<file path="src/rtl/sa_ctrl_pkg.sv">
// Shared definitions for the 4x4 systolic array sequencer.
//   SA_N     : array dimension (rows = columns)
//   FEED_LEN : beats in one diagonal wavefront (2*SA_N-1)
//   CNT_W    : width of the per-state step counter (covers FLUSH up to 15)
//   sa_state_t : sequencer states
package sa_ctrl_pkg;
    localparam int SA_N     = 4;
    localparam int FEED_LEN = 2 * SA_N - 1;
    localparam int CNT_W    = 4;

    typedef enum logic [2:0] {
        IDLE,
        FEED,
        FLUSH,
        LATCH,
        DRAIN,
        DONE
    } sa_state_t;
endpackage

</file>
<file path="src/rtl/sa_operand_buf.sv">
// 4-row operand register file with diagonal (skewed) read.
//   clk, rst  : clock, async active-high reset (clears contents)
//   wr_en/wr_row/wr_data : row write, element 0 in LSBs
//   f         : wavefront step
//   skew[i]   : element [f-i][i] (TRANSPOSE=0) or [i][f-i] (TRANSPOSE=1),
//               zero when f-i is outside 0..SA_N-1
// The read looks at the post-write contents so a row written in the same
// cycle the wavefront is launched is already visible to the first beat.
module sa_operand_buf
    import sa_ctrl_pkg::*;
#(
    parameter int W         = 16,
    parameter bit TRANSPOSE = 1'b0
) (
    input  logic                   clk,
    input  logic                   rst,
    input  logic                   wr_en,
    input  logic [1:0]             wr_row,
    input  logic [SA_N*W-1:0]      wr_data,
    input  logic [2:0]             f,
    output logic [SA_N-1:0][W-1:0] skew
);
    logic [SA_N-1:0][SA_N-1:0][W-1:0] mem, mem_nx;

    always_comb begin
        mem_nx = mem;
        if (wr_en) mem_nx[wr_row] = wr_data;
    end

    always_ff @(posedge clk or posedge rst) begin
        if (rst) mem <= '0;
        else     mem <= mem_nx;
    end

    for (genvar i = 0; i < SA_N; i++) begin : g_lane
        logic [3:0]   d;   // f - i; negative values wrap to >= 12 and fail the range test
        logic [W-1:0] el;
        always_comb begin
            d  = {1'b0, f} - 4'(i);
            el = '0;
            if (d < 4'(SA_N))
                el = TRANSPOSE ? mem_nx[i][d[1:0]] : mem_nx[d[1:0]][i];
        end
        assign skew[i] = el;
    end
endmodule

</file>
<file path="src/rtl/systolic_array_4x4_ctrl.sv">
// Sequencer for the 4x4 systolic array.
//   Host side : a_wr_* / b_wr_* row writes (IDLE only, else wr_err pulse),
//               start, busy, done
//   Array side: FDi0/4/8/12 (A, left edge), RD0..3 (B, top edge), result_ld,
//               sa_GD0..3 (result row in)
//   Result    : res_data {GD3..GD0}, res_row, res_valid
// Every output is a register loaded from the *next* state, so each output
// lines up with the state it belongs to (FEED beat f shows beat f data).
module systolic_array_4x4_ctrl
    import sa_ctrl_pkg::*;
#(
    parameter int DATA_WIDTH   = 16,
    parameter int FLUSH_CYCLES = 6
) (
    input  logic                    clk,
    input  logic                    rst,
    input  logic                    a_wr_en,
    input  logic [1:0]              a_wr_row,
    input  logic [4*DATA_WIDTH-1:0] a_wr_data,
    input  logic                    b_wr_en,
    input  logic [1:0]              b_wr_row,
    input  logic [8*DATA_WIDTH-1:0] b_wr_data,
    input  logic                    start,
    output logic                    busy,
    output logic                    done,
    output logic                    wr_err,
    output logic [DATA_WIDTH-1:0]   FDi0,
    output logic [DATA_WIDTH-1:0]   FDi4,
    output logic [DATA_WIDTH-1:0]   FDi8,
    output logic [DATA_WIDTH-1:0]   FDi12,
    output logic [2*DATA_WIDTH-1:0] RD0,
    output logic [2*DATA_WIDTH-1:0] RD1,
    output logic [2*DATA_WIDTH-1:0] RD2,
    output logic [2*DATA_WIDTH-1:0] RD3,
    output logic                    result_ld,
    input  logic [2*DATA_WIDTH-1:0] sa_GD0,
    input  logic [2*DATA_WIDTH-1:0] sa_GD1,
    input  logic [2*DATA_WIDTH-1:0] sa_GD2,
    input  logic [2*DATA_WIDTH-1:0] sa_GD3,
    output logic [8*DATA_WIDTH-1:0] res_data,
    output logic [1:0]              res_row,
    output logic                    res_valid
);
    localparam int BW = 2 * DATA_WIDTH;

    sa_state_t                        state, state_nx;
    logic [CNT_W-1:0]                 cnt, cnt_nx;
    logic                             idle;
    logic [SA_N-1:0][DATA_WIDTH-1:0]  a_skew, fdi_q;
    logic [SA_N-1:0][BW-1:0]          b_skew, rd_q;

    assign idle = (state == IDLE);

    // Buffers only accept writes in IDLE; A is read row-wise along the
    // diagonal ([r][f-r]), B column-wise ([f-c][c]).
    sa_operand_buf #(.W(DATA_WIDTH), .TRANSPOSE(1'b1)) u_a_buf (
        .clk     (clk),
        .rst     (rst),
        .wr_en   (a_wr_en & idle),
        .wr_row  (a_wr_row),
        .wr_data (a_wr_data),
        .f       (cnt_nx[2:0]),
        .skew    (a_skew)
    );

    sa_operand_buf #(.W(BW), .TRANSPOSE(1'b0)) u_b_buf (
        .clk     (clk),
        .rst     (rst),
        .wr_en   (b_wr_en & idle),
        .wr_row  (b_wr_row),
        .wr_data (b_wr_data),
        .f       (cnt_nx[2:0]),
        .skew    (b_skew)
    );

    // Next-state; the step counter restarts at 0 on every state entry.
    always_comb begin
        state_nx = state;
        cnt_nx   = cnt + 1'b1;
        case (state)
            IDLE: begin
                cnt_nx = '0;
                if (start) state_nx = FEED;
            end
            FEED: if (cnt == CNT_W'(FEED_LEN - 1)) begin
                state_nx = FLUSH;
                cnt_nx   = '0;
            end
            FLUSH: if (cnt == CNT_W'(FLUSH_CYCLES - 1)) begin
                state_nx = LATCH;
                cnt_nx   = '0;
            end
            LATCH: begin
                state_nx = DRAIN;
                cnt_nx   = '0;
            end
            DRAIN: if (cnt == CNT_W'(SA_N - 1)) begin
                state_nx = DONE;
                cnt_nx   = '0;
            end
            DONE: begin
                state_nx = IDLE;
                cnt_nx   = '0;
            end
            default: begin
                state_nx = IDLE;
                cnt_nx   = '0;
            end
        endcase
    end

    always_ff @(posedge clk or posedge rst) begin
        if (rst) begin
            state     <= IDLE;
            cnt       <= '0;
            busy      <= 1'b0;
            done      <= 1'b0;
            wr_err    <= 1'b0;
            result_ld <= 1'b0;
            fdi_q     <= '0;
            rd_q      <= '0;
            res_valid <= 1'b0;
            res_data  <= '0;
            res_row   <= '0;
        end else begin
            state     <= state_nx;
            cnt       <= cnt_nx;
            busy      <= (state_nx != IDLE);
            done      <= (state_nx == DONE);
            result_ld <= (state_nx == LATCH);
            wr_err    <= (a_wr_en | b_wr_en) & ~idle;
            fdi_q     <= (state_nx == FEED) ? a_skew : '0;
            rd_q      <= (state_nx == FEED) ? b_skew : '0;
            // Array shows row k during DRAIN beat k; forward it one cycle later.
            res_valid <= (state == DRAIN);
            if (state == DRAIN) begin
                res_data <= {sa_GD3, sa_GD2, sa_GD1, sa_GD0};
                res_row  <= cnt[1:0];
            end
        end
    end

    assign FDi0  = fdi_q[0];
    assign FDi4  = fdi_q[1];
    assign FDi8  = fdi_q[2];
    assign FDi12 = fdi_q[3];
    assign RD0   = rd_q[0];
    assign RD1   = rd_q[1];
    assign RD2   = rd_q[2];
    assign RD3   = rd_q[3];
endmodule
</file>
<file path="config.mk">
export PLATFORM = sky130hd
export DESIGN_NAME = systolic_array_4x4_ctrl
export DESIGN_NICKNAME = d
export VERILOG_FILES = /design/src/rtl/sa_ctrl_pkg.sv /design/src/rtl/sa_operand_buf.sv /design/src/rtl/systolic_array_4x4_ctrl.sv
export SDC_FILE = /design/constraint.sdc
export NUM_CORES = 2
export LEC_CHECK = 0
export BUFFER_PORTS_ARGS = -buffer_cell sky130_fd_sc_hd__buf_2
export CAP_MARGIN = 20
export CORE_MARGIN = 3
export CORE_UTILIZATION = 30
export CTS_CLUSTER_SIZE = 24
export DETAILED_ROUTE_END_ITERATION = 8
export GPL_TIMING_DRIVEN = 0
export PLACE_DENSITY = 0.53
export SLEW_MARGIN = 15
export SYNTH_ARGS = -nofsm -noshare
export SYNTH_HDL_FRONTEND = slang
export SYNTH_SLANG_ARGS = --single-unit
</file>
<file path="constraint.sdc">
create_clock -name clk -period 66.6 [get_ports clk]
set_input_delay 9.99 -clock clk [delete_from_list [all_inputs] [get_ports clk]]
set_output_delay 9.99 -clock clk [all_outputs]
set_load 0.01 [all_outputs]
</file>
==> flow_metrics.env <==
export IMPL_mostFrequentLayoutCells="dfrtp_1, mux2_2, buf_2"
export IMPL_drc_errors=0
export IMPL_hpwlAfterDp_mm=116
export IMPL_fillers=15118
export IMPL_grt_pass1_vias=33691
export IMPL_arrival_ns=13.20
export IMPL_ant_nets=0
export IMPL_grt_pass1_wl_mm=233
export IMPL_total_power_mw=3.31
export IMPL_maxCapViolCount=0
export IMPL_status="complete, no violations"
export IMPL_synth_seq_cells=1102
export IMPL_cts_tree="built"
export IMPL_final_nets=4785
export IMPL_core_um2=150000
export IMPL_ir_drop_uv=35.6
export IMPL_holdWs_ns=0.471
export IMPL_synthFlopType="dfrtp_1"
export IMPL_p_leak_nw=26.9
export IMPL_drive_gt1_share_pct=39.4
export IMPL_drtIter0Drc=1691
export IMPL_drt_wl_total_mm=159
export IMPL_start_kind="primary input"
export IMPL_fmax_ghz=0.0788
export IMPL_max_slew_margin_pct=17.7
export IMPL_antenna_found_initial=37
export IMPL_synth_cell_types=46
export IMPL_cts_setup_buffers=0
export IMPL_cp_end_kind="register"
export IMPL_worstMarginPinSlew_ns=1.22
export IMPL_critical_path_class="in -> reg"
export IMPL_mostFrequentLayoutCell="dfrtp_1"
export IMPL_start_util_pct=30.3
export IMPL_period_share_pct=19.0
export IMPL_grt_max_degree=107
export IMPL_cts_buffers=121
export IMPL_h_tree_depth=3
export IMPL_ys_seq_area_share_pct=60.6
export IMPL_reg2reg_depth=14
export IMPL_yosys_warnings=0
export IMPL_hp_class="reg -> reg"
export IMPL_cp_max_fo=10
export IMPL_die_w_um=396
export IMPL_finalWeightedCongestion=0.879
export IMPL_rsz0062_at_grt="false"
export IMPL_area_growth_pct=22.6
export IMPL_synth_edff_count=0
export IMPL_hold_viol_final=0
export IMPL_required_ns=67.12
export IMPL_grt_overflow=0
export IMPL_root_buffer="clkbuf_16"
export IMPL_postCtsHoldBufs=0
export IMPL_die_y_um=396
export IMPL_async_flop_share_pct=100
export IMPL_die_area_um2=156000
export IMPL_ios=656
export IMPL_final_util_pct=37.1
export IMPL_power_density_nw_per_um2=59.2
export IMPL_clock_sinks=1102
export IMPL_routed_via_density=4.83
export IMPL_vias=31755
export IMPL_io_buffers=655
export IMPL_fin_skew_ns=0.0391
export IMPL_rows=142
export IMPL_clk_latency_ns=0.74
export IMPL_wl_per_cell_um=24.1
export IMPL_grt_usage_pct=20.0
export IMPL_setup_tns_ns=0
export IMPL_post_cts_resized=0
export IMPL_dr_pass1_iters=5
export IMPL_min_delay_path_depth=2
export IMPL_synth_nets=3992
export IMPL_synth_area_um2=45500
export IMPL_setup_viol=0
export IMPL_syn_area_per_cell_um2=12.5
export IMPL_cts_buffer_depth=3
export IMPL_drv_slew=0
export IMPL_clk_pin_slew_ns=0.06
export IMPL_syn_inst=3655
export IMPL_finalCriticalPeriod_ns=12.68
routing by layer:
metal	wire length, um	GRT usage [%]
met4	4230	6.19
met2	76700	33.3
met5	34	0
met1	68600	26.2
met3	9320	4.17
worst paths after layout:
check                                  start                to  slack, ns
worst max-delay path                 a_wr_en           FDi8[0]      53.92
worst min-delay path            res_data[30]      res_data[30]       0.47
worst max register to register      state[0]           RD3[26]      59.70
worst min register to register  res_data[30]      res_data[30]       0.47
max in group asynchronous                rst  u_b_buf.mem[391]      54.20
min in group asynchronous                rst            RD3[8]       9.25
cell type report:
type	instances	area, um^2	share of cell area [%]
antenna	12	30.0	0.0538
buffer	267	1160	2.07
clock buffer	191	3680	6.60
clock inverter	35	413	0.739
inverter	9	41.3	0.0739
multi-input combinational	2277	16800	30.0
sequential	1102	27600	49.4
tap	2016	2520	4.52
timing repair buffer	670	3640	6.52
cells in the mapped netlist (4+ instances only):
library cell / count / area [um^2]
nor2_1: 170 / 638
or3b_2: 4 / 35.0
nor4_2: 4 / 50.1
or3_1: 129 / 807
o41ai_1: 48 / 420
a21oi_1: 33 / 165
nand3b_1: 7 / 52.6
mux2_2: 768 / 8650
or3b_1: 13 / 114
inv_1: 6 / 22.5
nand3_1: 4 / 20.0
clkbuf_1: 137 / 514
nand2_1: 583 / 2190
buf_1: 21 / 78.8
o31ai_1: 64 / 480
o211ai_1: 34 / 255
dfrtp_1: 1102 / 27600
buf_2: 105 / 526
or2_2: 32 / 200
nor3_1: 128 / 641
a32o_1: 32 / 320
nor4_1: 60 / 375
nand2b_1: 67 / 419
mux2i_1: 48 / 480
ha_1: 8 / 100
a22o_1: 16 / 140
registers in the layout, summed over array words and instances (netlist names), 32 cells and up:
name         cells
RD1             32
RD2             32
u_a_buf.mem    256
res_data       128
RD0             32
u_b_buf.mem    512
RD3             32
stage by stage:
step / cell area (um^2) / instances / setup WS, ns
final: 55800 / 6579 / 53.92
after global routing: 55800 / 6572 / 53.72
after CTS: 55800 / 6567 / 54.00
after detailed placement: 51700 / 6341 / 53.21
after global placement: 51300 / 6326 / 11.66
after floorplan: 45500 / 3655 / 25.58
critical path, stage by stage:
cell and delay (ns):
buf_2 0.17, nor4b_2 0.72, nand3b_1 0.13, buf_2 0.26, buf_1 0.47, mux2_2 0.38
mux2i_1 0.06, o41ai_1 0.98
cells by family after synthesis:
kind of cell / synth area share, %
xor gates and xnor gates: 0.0770
muxes: 20.1
adders and majority gates: 0.220
AOI/OAI and AO/OA: 4.12
DFF: 60.6
and+or+nand+nor: 12.4
buffers and inverters: 2.61
where the power goes:
| part | switching (mW) | leakage [nW] | internal [mW] |
|---|---|---|---|
| sequential | 0.0777 | 14.1 | 0.930 |
| clock | 0.287 | 2.01 | 0.402 |
| combinational | 1.05 | 10.8 | 0.562 |
| total | 1.41 | 26.9 | 1.89 |
No activity file was read; power rests on OpenSTA's default activity.
